## src/rtl/stream_prefetcher.sv

```systemverilog
// rtl/stream_prefetcher.sv - next-line stream prefetcher with line-fill FIFO toward the cache
// Optional feature: define PF_DEDUP_EN to skip candidates already buffered in the FIFO.
module stream_prefetcher #(
    parameter int LINE_BYTES = 32,
    parameter int DEGREE     = 2,
    parameter int BUF_DEPTH  = 4,
    parameter int WAY_W      = 1
) (
    input  logic                    clk,
    input  logic                    rst,
    input  logic                    trig_valid,
    input  logic [31:0]             trig_addr,
    input  logic [WAY_W-1:0]        trig_way,
    output logic                    busy,
    output logic                    pf_read,
    output logic [31:0]             pf_address,
    input  logic [8*LINE_BYTES-1:0] pf_rdata,
    input  logic                    pf_resp,
    output logic                    fill_valid,
    output logic [31:0]             fill_addr,
    output logic [8*LINE_BYTES-1:0] fill_data,
    output logic [WAY_W-1:0]        fill_way,
    input  logic                    fill_ack
);

    localparam int DW = 8 * LINE_BYTES;
    localparam int KW = $clog2(DEGREE + 1);
    localparam int PW = $clog2(BUF_DEPTH);
    localparam int CW = PW + 1;
    localparam logic [31:0]   LINE_MASK = ~(32'(LINE_BYTES) - 32'd1);
    localparam logic [KW-1:0] K_LAST    = KW'(DEGREE);
    localparam logic [CW-1:0] FULL_CNT  = CW'(BUF_DEPTH);

    typedef enum logic [1:0] {
        IDLE  = 2'd0,
        ISSUE = 2'd1,
        WAIT  = 2'd2,
        STALL = 2'd3
    } state_t;

    state_t            state_q, state_d;
    logic [31:0]       base_q, base_d;
    logic [WAY_W-1:0]  way_q, way_d;
    logic [KW-1:0]     k_q, k_d;
    logic              pf_read_q, pf_read_d;
    logic [31:0]       pf_address_q, pf_address_d;

    logic [31:0]       mem_addr_q [BUF_DEPTH];
    logic [31:0]       mem_addr_d [BUF_DEPTH];
    logic [DW-1:0]     mem_data_q [BUF_DEPTH];
    logic [DW-1:0]     mem_data_d [BUF_DEPTH];
    logic [WAY_W-1:0]  mem_way_q  [BUF_DEPTH];
    logic [WAY_W-1:0]  mem_way_d  [BUF_DEPTH];
    logic [PW-1:0]     wr_ptr_q, wr_ptr_d;
    logic [PW-1:0]     rd_ptr_q, rd_ptr_d;
    logic [CW-1:0]     count_q, count_d;

    logic              push;
    logic              pop;
    logic              room;
    logic              dup_hit;
    logic [31:0]       cand_addr;

    assign fill_valid = (count_q != '0);
    assign pop        = fill_valid & fill_ack;
    // An entry leaving on this edge already counts as free space.
    assign room       = (count_q != FULL_CNT) | pop;
    assign cand_addr  = base_q + 32'(k_q) * 32'(LINE_BYTES);

`ifdef PF_DEDUP_EN
    logic [BUF_DEPTH-1:0] entry_valid;

    always_comb begin
        dup_hit     = 1'b0;
        entry_valid = '0;
        for (int i = 0; i < BUF_DEPTH; i++) begin
            entry_valid[i] = CW'(PW'(PW'(i) - rd_ptr_q)) < count_q;
            if (entry_valid[i] && (mem_addr_q[i] == cand_addr)) begin
                dup_hit = 1'b1;
            end
        end
    end
`else
    assign dup_hit = 1'b0;
`endif

    always_comb begin
        state_d      = state_q;
        base_d       = base_q;
        way_d        = way_q;
        k_d          = k_q;
        pf_read_d    = pf_read_q;
        pf_address_d = pf_address_q;
        push         = 1'b0;
        case (state_q)
            IDLE: begin
                if (trig_valid) begin
                    base_d  = trig_addr & LINE_MASK;
                    way_d   = trig_way;
                    k_d     = KW'(1);
                    state_d = ISSUE;
                end
            end
            ISSUE: begin
                if (dup_hit) begin
                    if (k_q == K_LAST) begin
                        state_d = IDLE;
                    end else begin
                        k_d = k_q + 1'b1;
                    end
                end else if (room) begin
                    pf_read_d    = 1'b1;
                    pf_address_d = cand_addr;
                    state_d      = WAIT;
                end else begin
                    state_d = STALL;
                end
            end
            WAIT: begin
                if (pf_resp) begin
                    push      = 1'b1;
                    pf_read_d = 1'b0;
                    if (k_q == K_LAST) begin
                        state_d = IDLE;
                    end else begin
                        k_d     = k_q + 1'b1;
                        state_d = ISSUE;
                    end
                end
            end
            STALL: begin
                if (pop) begin
                    state_d = ISSUE;
                end
            end
            default: state_d = IDLE;
        endcase
    end

    // A push can never hit a full FIFO: ISSUE only launches a read when a slot is free.
    always_comb begin
        mem_addr_d = mem_addr_q;
        mem_data_d = mem_data_q;
        mem_way_d  = mem_way_q;
        wr_ptr_d   = wr_ptr_q;
        rd_ptr_d   = rd_ptr_q;
        count_d    = count_q;
        if (push) begin
            mem_addr_d[wr_ptr_q] = pf_address_q;
            mem_data_d[wr_ptr_q] = pf_rdata;
            mem_way_d[wr_ptr_q]  = way_q;
            wr_ptr_d             = wr_ptr_q + 1'b1;
        end
        if (pop) begin
            rd_ptr_d = rd_ptr_q + 1'b1;
        end
        case ({push, pop})
            2'b10:   count_d = count_q + 1'b1;
            2'b01:   count_d = count_q - 1'b1;
            default: count_d = count_q;
        endcase
    end

    always_ff @(posedge clk or negedge rst) begin
        if (!rst) begin
            state_q      <= IDLE;
            base_q       <= '0;
            way_q        <= '0;
            k_q          <= '0;
            pf_read_q    <= 1'b0;
            pf_address_q <= '0;
            wr_ptr_q     <= '0;
            rd_ptr_q     <= '0;
            count_q      <= '0;
            for (int i = 0; i < BUF_DEPTH; i++) begin
                mem_addr_q[i] <= '0;
                mem_data_q[i] <= '0;
                mem_way_q[i]  <= '0;
            end
        end else begin
            state_q      <= state_d;
            base_q       <= base_d;
            way_q        <= way_d;
            k_q          <= k_d;
            pf_read_q    <= pf_read_d;
            pf_address_q <= pf_address_d;
            wr_ptr_q     <= wr_ptr_d;
            rd_ptr_q     <= rd_ptr_d;
            count_q      <= count_d;
            for (int i = 0; i < BUF_DEPTH; i++) begin
                mem_addr_q[i] <= mem_addr_d[i];
                mem_data_q[i] <= mem_data_d[i];
                mem_way_q[i]  <= mem_way_d[i];
            end
        end
    end

    assign busy       = (state_q != IDLE);
    assign pf_read    = pf_read_q;
    assign pf_address = pf_address_q;
    assign fill_addr  = fill_valid ? mem_addr_q[rd_ptr_q] : '0;
    assign fill_data  = fill_valid ? mem_data_q[rd_ptr_q] : '0;
    assign fill_way   = fill_valid ? mem_way_q[rd_ptr_q]  : '0;

endmodule

```

## config.mk

```make
export PLATFORM = sky130hd
export DESIGN_NAME = stream_prefetcher
export DESIGN_NICKNAME = d
export VERILOG_FILES = /design/src/rtl/stream_prefetcher.sv
export SDC_FILE = /design/constraint.sdc
export NUM_CORES = 2
export LEC_CHECK = 0
export ABC_AREA = 1
export BUFFER_PORTS_ARGS = -buffer_cell sky130_fd_sc_hd__clkbuf_2
export CAP_MARGIN = 0
export CORE_ASPECT_RATIO = 0.9
export CORE_MARGIN = 2
export CORE_UTILIZATION = 40
export CTS_CLUSTER_DIAMETER = 100
export DETAILED_ROUTE_END_ITERATION = 16
export GPL_TIMING_DRIVEN = 0
export SLEW_MARGIN = 0
export SYNTH_ARGS = -nofsm -noshare
export SYNTH_HDL_FRONTEND = slang
export SYNTH_SLANG_ARGS = --single-unit
```

## constraint.sdc

```tcl
create_clock -name clk -period 4 [get_ports clk]
set_input_delay 1 -clock clk [delete_from_list [all_inputs] [get_ports clk]]
set_output_delay 1 -clock clk [all_outputs]
set_load 0.1 [all_outputs]
```

# After elaboration in Yosys (flattened, before gate mapping)
# Index checks and enable logic that the tools add are counted.
# word_totals
inputBits	294
wordCells	94
out_inout_bits	324
reg_bits	1228
# classes
reduce_logical	12
bitwise_logic	4
muxes	36
order_cmp	3
addsub	6
n_eq_ne	12
# op_table
cell	n
bitwise mux 1024 bit	1
2-to-1 mux 256 bit	4
binary-select mux 256 bit (select 2 bit)	1
demux 256 bit (select 2 bit)	1
bitwise mux 128 bit	1
2-to-1 mux 32 bit	4
binary-select mux 32 bit (select 2 bit)	1
demux 32 bit (select 2 bit)	1
adder 32 x 7 -> 32 bit	1
2-to-1 mux 1 bit	10
2-to-1 mux 2 bit	5
inequality test 2 bit, second input constant	5
equality test 2 bit, second input constant	4
one-hot mux 2 bit (4 select lines)	1
nonzero test 2 bit	4
adder 2 x 1 -> 2 bit, second input constant	3
>= comparator 3 bit, second input constant	2
inverter 2 -> 3 bit	2
one-hot mux 3 bit (2 select lines)	1
AND reduction 3 bit	2
bitwise mux 4 bit	1
equality test 2 x 1 -> 1 bit, second input constant	2
one-hot mux 2 bit (2 select lines)	1
AND reduction 2 bit	2
other kinds (13)	13

# Longest topological paths before layout
# logic_depth
word_depth	6
mapped_depth	11
depth_no_buf	11

# Worst setup path after synthesis
# Ideal clock, no wire load.
# synth_path
path_type	flip-flop to output port
startpoint	register rd_ptr_q[0]
endpoint	output fill_data[231]
path_buffers	3
t_required_ps	3000
t_arrival_ps	2614
path_stages_with_launch	7
setup_slack_ps	386
cell_sequence	dfrtp_1 > buf_2 > buf_2 > clkbuf_1 > a21oi_1 > o21ai_0 > a21oi_1
# synth_via
elab_chain_cells	5
# synth_rtl
item	line_no	source
start, declared	55	logic [PW-1:0] rd_ptr_q, rd_ptr_d;
start signal, assigned	188	rd_ptr_q <= rd_ptr_d;
inverter 2 -> 3 bit (not written as such)	202	assign fill_data = fill_valid ? mem_data_q[rd_ptr_q] : '0;
binary-select mux 256 bit (select 2 bit)	202	
2-to-1 mux 256 bit (not written as such) (2 in series)	202	
2-to-1 mux 256 bit	202	
end, declared	21	output logic [8*LINE_BYTES-1:0] fill_data,
# No other way between the ends. The select of a mux whose other input is x is not followed.

# Worst setup path after layout
# layout_path
startpoint	register rd_ptr_q[1]
endpoint	output fill_data[88]
# The elaborated chain is that of the path after synthesis.

==> metrics.txt <==
element type at the critical path end output port; Yosys warnings 0; final hold vios 0; area fraction of the dominant cell type after synthesis 55.17%; All-Layer GR Usage 25.96%; Avg Inst Size Synth 9.619 sq um; ys flop type dfrtp_1; DRC 0; Horiz. Die Dim 393.3 um; Post-synth ARST share 100.0%; arrival time at the worst endpoint 2.95 ns; crit share post-route 98.73%; cell taking the most area after synthesis dfrtp_1; fin area 66300 sq um; drt wl/cell 21.73 um; Syn Inst Count 5673; Clock Sinks 1203; CP Max Fanout 10; max incr delay on CP 0.32 ns; Bufs and invs on worst path 5; RD Place Congestion 0.8771; Die Span Y 354.4 um; Slew headroom 51.42%; CP max stage cell clkbuf_8; Top delay family on crit path buffers and inverters; worst-path cell chain buf_2 > clkinv_2 > clkbuf_8 > clkbuf_1 > a21oi_1 > o21ai_0 > a21oi_1 > clkbuf_8; initial antenna violation count 46; Worst EP required 3.00 ns; Die Area 139400 sq um; post-synth cell types 34; clk_lat worst skew 0.78 ns; number of global-route vias before repair 44.44k; mux share of post-synthesis cell area 11.97%; Hold Crit Class in2async; CTS buffer count 135; most common cell in the synthesized netlist dfrtp_1; # IOs 618; status finished clean; Buffers on Ports 602; Setup CP Type reg2out; nets@finish 6744; Via density 5.329; main combinational cell family by area after synthesis compound AO/OA/AOI/OAI gates; post-synthesis sequential area ratio 55.17%; Clock Skew 0.03159 ns; FILL cells 12.67k; unrepaired setup endpoints after global routing yes; Max Freq 253.2 MHz; starting density of the core 40.32%; setup violators final 0; hold_buf cts 0; core area 135300 sq um; adder-cell share of the synthesized area 0.3485%; EDFF count, synth 0; via count 44.68k; Antenna Violating Nets Remaining 0; Max Cap Violations 0; r2r setup slk 1.25 ns; FP Rows 128; Final Max Tran Viols 0; Post-Synth Simple-Gate Area 5.586%; Finished Layout Cells 8384; DP Cell Count 8117; Post-Synth XOR/XNOR Area 0.2087%; Post-Syn Area 54570 sq um; final wirelength 182200 um; Synth area leaders dfrtp_1 (55%), mux2_2 (11%), o21ai_0 (11%); ratio of cells with drive above 1 in the final layout 25.89%; DR iter-0 viols 3322; worst hold margin 0.2686 ns; CTS Buffer Depth 3; P&R area growth vs syn 21.50%; first-pass GRT wire length 277600 um; root buffer cell clkbuf_16; CTS tree built; pin count of the biggest net entering global routing 108; dpl cell area 60260 sq um; startpoint types flop; Worst-Margin Slew 0.7287 ns; total grt overflow 0; Compound-Gate Fraction of Synth Area 18.69%; H-tree lvl count 4; post-synthesis register bit count 1203; fin crit period 3.949 ns; HPWL after detailed placement 129100 um; most frequent cells after synthesis dfrtp_1 (1203), o21ai_0 (1159), a21oi_1 (875); Clock Pin Slew Worst Setup and Hold Paths 0.06 ns; total negative slack 0 ns; 1st-pass router iterations 6
[kinds of logic (layout without fill, tap and decap cells)]
logic type | after synthesis | in the layout
mux | 580 | 580
xor+xnor | 13 | 13
flops | 1203 | 1203
buf+inv | 1038 | 1892
fa+ha+maj | 14 | 14
compound gates | 2037 | 2037
other cells | 1 | 38
simple gates | 787 | 787
[cell type report]
type                       count  area (sq um)  share of cell area, %
timing repair buffer         617          4464                  6.734
sequential                  1203         30110                  45.41
clock buffer                 197          3842                  5.796
multi-input combinational   3441         20270                  30.57
antenna                       28         70.07                 0.1057
tap                         1820          2277                  3.435
buffer                       423          2302                  3.473
clock inverter                40         651.9                 0.9833
inverter                     615          2315                  3.491
[cells in the final DEF, fill, tap and decap left out, types with 4 or more instances in the layout]
master / count
a21oi_1: 839
a21oi_2: 35
buf_1: 17
buf_16: 13
buf_2: 164
buf_4: 124
buf_6: 32
buf_8: 4
bufinv_16: 8
clkbuf_1: 145
clkbuf_16: 136
clkbuf_2: 373
clkbuf_4: 154
clkbuf_8: 73
clkinv_16: 5
clkinv_2: 15
conb_1: 10
dfrtp_1: 1202
diode_2: 28
ha_1: 12
inv_1: 612
inv_16: 5
mux2_1: 51
mux2_2: 529
nand2_1: 693
nand3_1: 19
nor2_1: 59
nor2_4: 4
o21ai_0: 1159
xor2_1: 11
[timing repair]
item,4_1_cts,5_1_grt
setup endpoints to repair,285,170
resized for setup,425,215
buffers inserted,2,0
pin swaps,4,4
[routing by layer]
metal / vias to the layer above / global-route usage, % / wire [um]
met1: 22330 / 36.32 / 81060
met5: - / 0 / 164
met3: 333 / 5.513 / 12880
met2: 1469 / 39.37 / 81090
li1: 20520 / - / -
met4: 28 / 10.31 / 7013
[registers in the layout, indices dropped and copies added, names as in the netlist]
register / cells
base_q: 27
count_q: 3
k_q: 2
mem_addr_q: 108
mem_data_q: 1024
mem_way_q: 4
pf_address: 27
pf_read: 1
rd_ptr_q: 2
state_q: 2
way_q: 1
wr_ptr_q: 2
[worst paths after layout]
| check | from | endpoint | cells after the start |
|---|---|---|---|
| worst max register to register | state_q[0] | mem_data_q[330] | 7 |
| worst min register to register | mem_data_q[875] | mem_data_q[875] | 1 |
| min in group clk | trig_addr[7] | base_q[7] | 2 |
| worst min-delay path | rst | mem_data_q[425] | 1 |
| worst max-delay path | rd_ptr_q[1] | fill_data[88] | 8 |
| max in group asynchronous | rst | mem_data_q[529] | 7 |
[metrics by stage]
step                setup slack [ns]  utilization, %
finish                       0.05095           48.99
global route                -0.05942           48.97
CTS                          -0.1337           48.76
detailed placement           -0.6315           44.53
global placement              -28.58           44.26
floorplan                     0.3859               -
Power is left out: the tool's default activity adds up to more than one toggle a clock period on the data nets, which glitch-free logic cannot reach.
